$ cat src/rtl/fg_prog_sequencer.sv
// Floating-gate programming sequencer for a single FPAA island crosspoint.
// It repeats inject, settle and measure steps until the target count or the pulse budget is reached.
module fg_prog_sequencer #(
   parameter int unsigned NUM_ROWS      = 3,
   parameter int unsigned NUM_COLS      = 6,
   parameter int unsigned ADDR_W        = 4,
   parameter int unsigned MEAS_W        = 12,
   parameter int unsigned MAXP_W        = 8,
   parameter int unsigned PULSE_CYCLES  = 100,
   parameter int unsigned SETTLE_CYCLES = 20
) (
   input  logic                clk_i,
   input  logic                reset_i,
   input  logic                cmd_valid_i,
   output logic                cmd_ready_o,
   input  logic                cmd_op_i,
   input  logic [ADDR_W-1:0]   cmd_row_i,
   input  logic [ADDR_W-1:0]   cmd_col_i,
   input  logic [MEAS_W-1:0]   cmd_target_i,
   input  logic [MAXP_W-1:0]   cmd_max_pulses_i,
   input  logic                abort_i,
   output logic [ADDR_W-1:0]   row_addr_o,
   output logic [ADDR_W-1:0]   col_addr_o,
   output logic [NUM_ROWS-1:0] drain_sel_o,
   output logic                prog_en_o,
   output logic                inj_pulse_o,
   output logic                meas_req_o,
   input  logic                meas_valid_i,
   input  logic [MEAS_W-1:0]   meas_value_i,
   output logic                done_valid_o,
   input  logic                done_ready_i,
   output logic [1:0]          done_status_o,
   output logic [MAXP_W-1:0]   done_pulses_o,
   output logic [MEAS_W-1:0]   done_meas_o
);

   localparam logic [1:0] StatOk       = 2'd0;
   localparam logic [1:0] StatFailMaxp = 2'd1;
   localparam logic [1:0] StatBadAddr  = 2'd2;
   localparam logic [1:0] StatAbort    = 2'd3;

   localparam int unsigned CntMax = (PULSE_CYCLES > SETTLE_CYCLES) ? PULSE_CYCLES : SETTLE_CYCLES;
   localparam int unsigned CntW   = (CntMax > 1) ? $clog2(CntMax) : 1;
   localparam logic [CntW-1:0] PulseLast  = CntW'(PULSE_CYCLES - 1);
   localparam logic [CntW-1:0] SettleLast = CntW'(SETTLE_CYCLES - 1);

   typedef enum logic [2:0] {
      StIdle,
      StSetup,
      StMeasure,
      StCheck,
      StPulse,
      StSettle,
      StResp
   } state_e;

   state_e              state_q;
   logic [CntW-1:0]     cnt_q;
   logic                op_q;
   logic [MEAS_W-1:0]   target_q;
   logic [MAXP_W-1:0]   max_q;
   logic [MAXP_W-1:0]   pulses_q;
   logic [MEAS_W-1:0]   meas_q;
   logic [1:0]          status_q;
   logic                cmd_ready_q;
   logic                prog_en_q;
   logic                inj_pulse_q;
   logic                meas_req_q;
   logic                done_valid_q;
   logic [ADDR_W-1:0]   row_addr_q;
   logic [ADDR_W-1:0]   col_addr_q;
   logic [NUM_ROWS-1:0] drain_sel_q;

   logic       accept;
   logic       addr_bad;
   logic       active;
   logic       go_resp;
   logic [1:0] status_d;

   assign accept   = cmd_valid_i && cmd_ready_q;
   assign addr_bad = (32'(cmd_row_i) >= NUM_ROWS) || (32'(cmd_col_i) >= NUM_COLS);
   assign active   = state_q inside {StSetup, StMeasure, StCheck, StPulse, StSettle};

   // Every path into RESP is decided here; abort takes priority over any measurement result.
   always_comb begin
      go_resp  = 1'b0;
      status_d = StatOk;
      if (active && abort_i) begin
         go_resp  = 1'b1;
         status_d = StatAbort;
      end else if (state_q == StIdle && accept && addr_bad) begin
         go_resp  = 1'b1;
         status_d = StatBadAddr;
      end else if (state_q == StCheck) begin
         if (op_q || (meas_q >= target_q)) begin
            go_resp = 1'b1;
         end else if (pulses_q == max_q) begin
            go_resp  = 1'b1;
            status_d = StatFailMaxp;
         end
      end
   end

   always_ff @(posedge clk_i) begin
      if (reset_i) begin
         state_q      <= StIdle;
         cnt_q        <= '0;
         op_q         <= 1'b0;
         target_q     <= '0;
         max_q        <= '0;
         pulses_q     <= '0;
         meas_q       <= '0;
         status_q     <= StatOk;
         cmd_ready_q  <= 1'b1;
         prog_en_q    <= 1'b0;
         inj_pulse_q  <= 1'b0;
         meas_req_q   <= 1'b0;
         done_valid_q <= 1'b0;
         row_addr_q   <= '0;
         col_addr_q   <= '0;
         drain_sel_q  <= '0;
      end else if (go_resp) begin
         state_q      <= StResp;
         status_q     <= status_d;
         done_valid_q <= 1'b1;
         cmd_ready_q  <= 1'b0;
         cnt_q        <= '0;
         prog_en_q    <= 1'b0;
         inj_pulse_q  <= 1'b0;
         meas_req_q   <= 1'b0;
         row_addr_q   <= '0;
         col_addr_q   <= '0;
         drain_sel_q  <= '0;
         // A rejected command must not report a previous command's results.
         if (state_q == StIdle) begin
            pulses_q <= '0;
            meas_q   <= '0;
         end
      end else begin
         unique case (state_q)
            StIdle: begin
               if (accept) begin
                  op_q        <= cmd_op_i;
                  target_q    <= cmd_target_i;
                  max_q       <= cmd_max_pulses_i;
                  pulses_q    <= '0;
                  meas_q      <= '0;
                  cnt_q       <= '0;
                  cmd_ready_q <= 1'b0;
                  row_addr_q  <= cmd_row_i;
                  col_addr_q  <= cmd_col_i;
                  drain_sel_q <= NUM_ROWS'(1) << cmd_row_i;
                  prog_en_q   <= 1'b1;
                  state_q     <= StSetup;
               end
            end
            StSetup, StSettle: begin
               if (cnt_q == SettleLast) begin
                  cnt_q      <= '0;
                  meas_req_q <= 1'b1;
                  state_q    <= StMeasure;
               end else begin
                  cnt_q <= cnt_q + 1'b1;
               end
            end
            StMeasure: begin
               meas_req_q <= 1'b0;
               if (meas_valid_i) begin
                  meas_q  <= meas_value_i;
                  state_q <= StCheck;
               end
            end
            StCheck: begin
               inj_pulse_q <= 1'b1;
               cnt_q       <= '0;
               state_q     <= StPulse;
            end
            StPulse: begin
               if (cnt_q == PulseLast) begin
                  inj_pulse_q <= 1'b0;
                  pulses_q    <= pulses_q + 1'b1;
                  cnt_q       <= '0;
                  state_q     <= StSettle;
               end else begin
                  cnt_q <= cnt_q + 1'b1;
               end
            end
            StResp: begin
               if (done_ready_i) begin
                  done_valid_q <= 1'b0;
                  cmd_ready_q  <= 1'b1;
                  state_q      <= StIdle;
               end
            end
            default: state_q <= StIdle;
         endcase
      end
   end

   assign cmd_ready_o   = cmd_ready_q;
   assign row_addr_o    = row_addr_q;
   assign col_addr_o    = col_addr_q;
   assign drain_sel_o   = drain_sel_q;
   assign prog_en_o     = prog_en_q;
   assign inj_pulse_o   = inj_pulse_q;
   assign meas_req_o    = meas_req_q;
   assign done_valid_o  = done_valid_q;
   assign done_status_o = status_q;
   assign done_pulses_o = pulses_q;
   assign done_meas_o   = meas_q;

   inj_safe_a: assert property (@(posedge clk_i) disable iff (reset_i)
      inj_pulse_q |-> (prog_en_q && (drain_sel_q != '0)));
   drain_onehot_a: assert property (@(posedge clk_i) $onehot0(drain_sel_q));

endmodule

$ cat config.mk
export PLATFORM = sky130hd
export DESIGN_NAME = fg_prog_sequencer
export DESIGN_NICKNAME = d
export VERILOG_FILES = /design/src/rtl/fg_prog_sequencer.sv
export SDC_FILE = /design/constraint.sdc
export NUM_CORES = 1
export LEC_CHECK = 0
export CAP_MARGIN = 0
export CORE_ASPECT_RATIO = 2
export CORE_MARGIN = 3
export CORE_UTILIZATION = 35
export CTS_CLUSTER_DIAMETER = 200
export CTS_CLUSTER_SIZE = 40
export DETAILED_ROUTE_END_ITERATION = 16
export HOLD_SLACK_MARGIN = 0.05
export MAX_ROUTING_LAYER = met4
export PLACE_DENSITY = 0.59
export SYNTH_ARGS = -nofsm -noshare
export SYNTH_HDL_FRONTEND = slang
export SYNTH_SLANG_ARGS = --single-unit
$ cat constraint.sdc
create_clock -name clk_i -period 2.36 [get_ports clk_i]
set_input_delay 0.354 -clock clk_i [delete_from_list [all_inputs] [get_ports clk_i]]
set_output_delay 0.354 -clock clk_i [all_outputs]
set_load 0.05 [all_outputs]
==> results.json <==
{
  "run_status": "finished clean",
  "vias": 3320,
  "crit_type": "register to register",
  "maxCapViolCount": 0,
  "clk_pin_slew_worst_paths_ns": 0.05,
  "ir_drop_mv": 0.4591,
  "fp.dieArea_mm2": 0.01096,
  "place.gp.congestion": 0.8514,
  "power.switching_uw": 1796,
  "ys_seq_area_share_pct": 40.80,
  "worstMarginPinSlew_ns": 0.5987,
  "avgSynthCellArea_um2": 8.119,
  "grt_antenna_before_repair": 0,
  "area.growth.synth_to_final_pct": 39.54,
  "place_area_mm2": 0.004419,
  "pwr_density_cell_mw_per_mm2": 988.6,
  "synthMuxAreaShare_pct": 0.2956,
  "grt_pass1_wl_mm": 15.86,
  "cts_tree": "built",
  "synth_xor_area_share_pct": 2.069,
  "avgViaCountPerCell": 5.363,
  "synth-seq-cells": 69,
  "slew_violations": 0,
  "p_sw_share_pct": 38.46,
  "slowest_delay_ns": 0.52,
  "setup_tns_ns": 0,
  "yosysUniqueCellTypes": 50,
  "finalWorstSetupSlack_ns": 0.1733,
  "diodes": 0,
  "cpMaxStageDelayCell": "or3b_2",
  "ys.flop_type": "dfxtp_1",
  "die-width_um": 75.55,
  "synthSimpleGateAreaFrac_pct": 21.54,
  "synth_edf_count": 0,
  "ant_nets": 0,
  "period_minus_slack_ns": 2.187,
  "grt_pass1_vias": 3233,
  "power_uw": 4671,
  "synthAdderAreaFrac_pct": 5.174,
  "clkSinkCount": 69,
  "finalSetupViolCount": 0,
  "finalHoldViolations": 0,
  "power_frac_seq_pct": 29.6,
  "finalNetCount": 571,
  "gr-total-overflow": 0,
  "cts_setup_buffers": 0,
  "htreeDepth": 3,
  "synth_top_area_share_pct": 40.80,
  "clockRootBuffer": "clkbuf_16",
  "rsz0062_at_grt": "no",
  "max_slew_margin_pct": 59.67,
  "die_h_um": 145.1,
  "critPathMaxFanout": 4,
  "ys_warn_count": 0,
  "clk_latency_ns": 0.33,
  "crit_path_cell_trace": "ha_1, or3b_2, nor4_1, buf_4, a21oi_1, or3b_1, a21oi_1",
  "period_share_pct": 92.66,
  "hp-class": "register to register",
  "worst_clock_skew_ns": 0.006008,
  "totalWireLength_mm": 9.870,
  "routedWlPerCell_um": 15.95,
  "design_area_mm2": 0.004725,
  "fmax_ghz": 0.4573,
  "postCtsHoldBufs": 0,
  "end_kind": "register",
  "dpl.hpwl_mm": 7.489,
  "p_leak_uw": 0.001689,
  "synthCells": 417,
  "start_util_pct": 36.08,
  "core_mm2": 0.009384,
  "io-pin-count": 85,
  "synth_area_mm2": 0.003386,
  "synth_top_family_by_area": "compound AO/OA/AOI/OAI gates",
  "drcViolationCount": 0,
  "rows": 50,
  "crit_top_cell": "a21oi_1",
  "clockPowerShare_pct": 28.5,
  "portBuffers": 84,
  "post_cts_resized": 0,
  "synth_compound_area_share_pct": 24.54,
  "yosysTopAreaCell": "dfxtp_1",
  "drt-initial-drc-count": 138,
  "preCtsSetupSlack_ns": 0.1238,
  "p_int_uw": 2874,
  "clockBufferDepth": 2,
  "grt_max_degree": 39,
  "drive_above_1_share_pct": 10.29,
  "syn-num-nets": 478,
  "startpoint_type": "register",
  "grt_util_all_layers_pct": 19.44,
  "pwr-share-comb_pct": 41.9,
  "cts_buffers": 9,
  "crit_arrival_ns": 2.45,
  "synth_area_leaders": "dfxtp_1 (41%), nand2_1 (9.9%), a21oi_1 (9.2%)",
  "async_flop_share_pct": 0,
  "firstDrtPassIters": 4,
  "required_ns": 2.62
}
[Yosys cell counts, types with 7 or more instances]
cell      count
nand2_1      89
dfxtp_1      69
a21oi_1      62
inv_1        16
nor2_1       15
clkbuf_1     14
ha_1         14
o211ai_1     14
o21ai_0      14
nand3_1      12
a211oi_1      8
xor2_1        8
and3_1        7
[kinds of logic (layout without fill, tap and decap cells)]
logic type | after synthesis | after routing
flip-flops | 69 | 69
multiplexers | 1 | 1
AND/OR/NAND/NOR | 156 | 156
adder cells (fa/ha/maj) | 14 | 14
AO/OA/AOI/OAI | 128 | 128
buffers and inverters | 41 | 139
XOR/XNOR | 8 | 8
[worst paths after layout]
| kind | start | end | slack [ns] | depth (start not counted) |
|---|---|---|---|---|
| max reg2reg | cnt_q[1]$_SDFFE_PP0P_ | done_pulses_o[1]$_SDFFE_PP0P_ | 0.17 | 7 |
| min reg2reg | col_addr_o[2]$_SDFFE_PP0P_ | col_addr_o[2]$_SDFFE_PP0P_ | 0.45 | 2 |
| max | cnt_q[1]$_SDFFE_PP0P_ | done_pulses_o[1]$_SDFFE_PP0P_ | 0.17 | 7 |
| min | col_addr_o[2]$_SDFFE_PP0P_ | col_addr_o[2]$_SDFFE_PP0P_ | 0.45 | 2 |
[cell type report]
cell class,count,area [µm²]
fillers,932,4659
multi-input cells,307,1833
flip-flops and latches,69,1383
repair buffers,107,1026
clock buffers,11,242.7
well taps,104,130.1
inverters,16,60.06
clock inverters,5,50.05
[layout by cell type (no fill, tap or decap), drive strengths merged, types with 5 or more instances in the layout]
master	instances
nand2b	6
inv	16
a311oi	6
xor2	8
dfxtp	69
clkdlybuf4s50	84
clkbuf	11
buf	23
o21ai	14
ha	14
and3	7
nand2	89
nor2	15
a211oi	10
a21oi	62
or3b	5
nand3	12
o211ai	14
[critical path: cells and delay by family, from the launching register on]
kind	cells	cell delay [ns]
AOI/OAI and AO/OA	2	0.21
buffers and inverters	1	0.17
adders and majority gates	1	0.20
DFF	1	0.34
and+or+nand+nor	3	1.19
[power groups by stage]
stage	Combinational [µW]	Sequential, µW	Clock [µW]
finish	1960	1380	1330
global route	2130	1400	1410
CTS	1960	1380	1360
detailed placement	1950	1410	0
global placement	1930	1410	0
floorplan	999	1700	0
[layer usage]
| layer | vias up | part of all wire (%) | GRT usage (%) |
|---|---|---|---|
| li1 | 1680 | - | - |
| met1 | 1531 | 36 | 19.60 |
| met2 | 87 | 57 | 34.97 |
| met3 | 22 | 3.7 | 3.953 |
| met4 | 0 | 3.0 | 7.268 |
| met5 | - | 0 | - |
[per-stage QoR]
step / std cells / utilization, % / hold slack (ns)
after floorplan: 417 / - / 0.4363
after global placement: 603 / 47.09 / 0.4420
after global routing: 619 / 50.35 / 0.4663
final: 619 / 50.35 / 0.4494
after detailed placement: 603 / 47.09 / 0.4453
after CTS: 619 / 50.21 / 0.4528
[flip-flops by register name (all words and copies together), names as in the netlist]
name and flops:
meas_req_o 1, cmd_ready_o 1, cnt_q 7, state_q 3, col_addr_o 4, done_status_o 2, prog_en_o 1, inj_pulse_o 1
target_q 12, done_meas_o 12, row_addr_o 4, done_valid_o 1, drain_sel_o 3, done_pulses_o 8, max_q 8, op_q 1
Power figures use the tool's default switching activity.
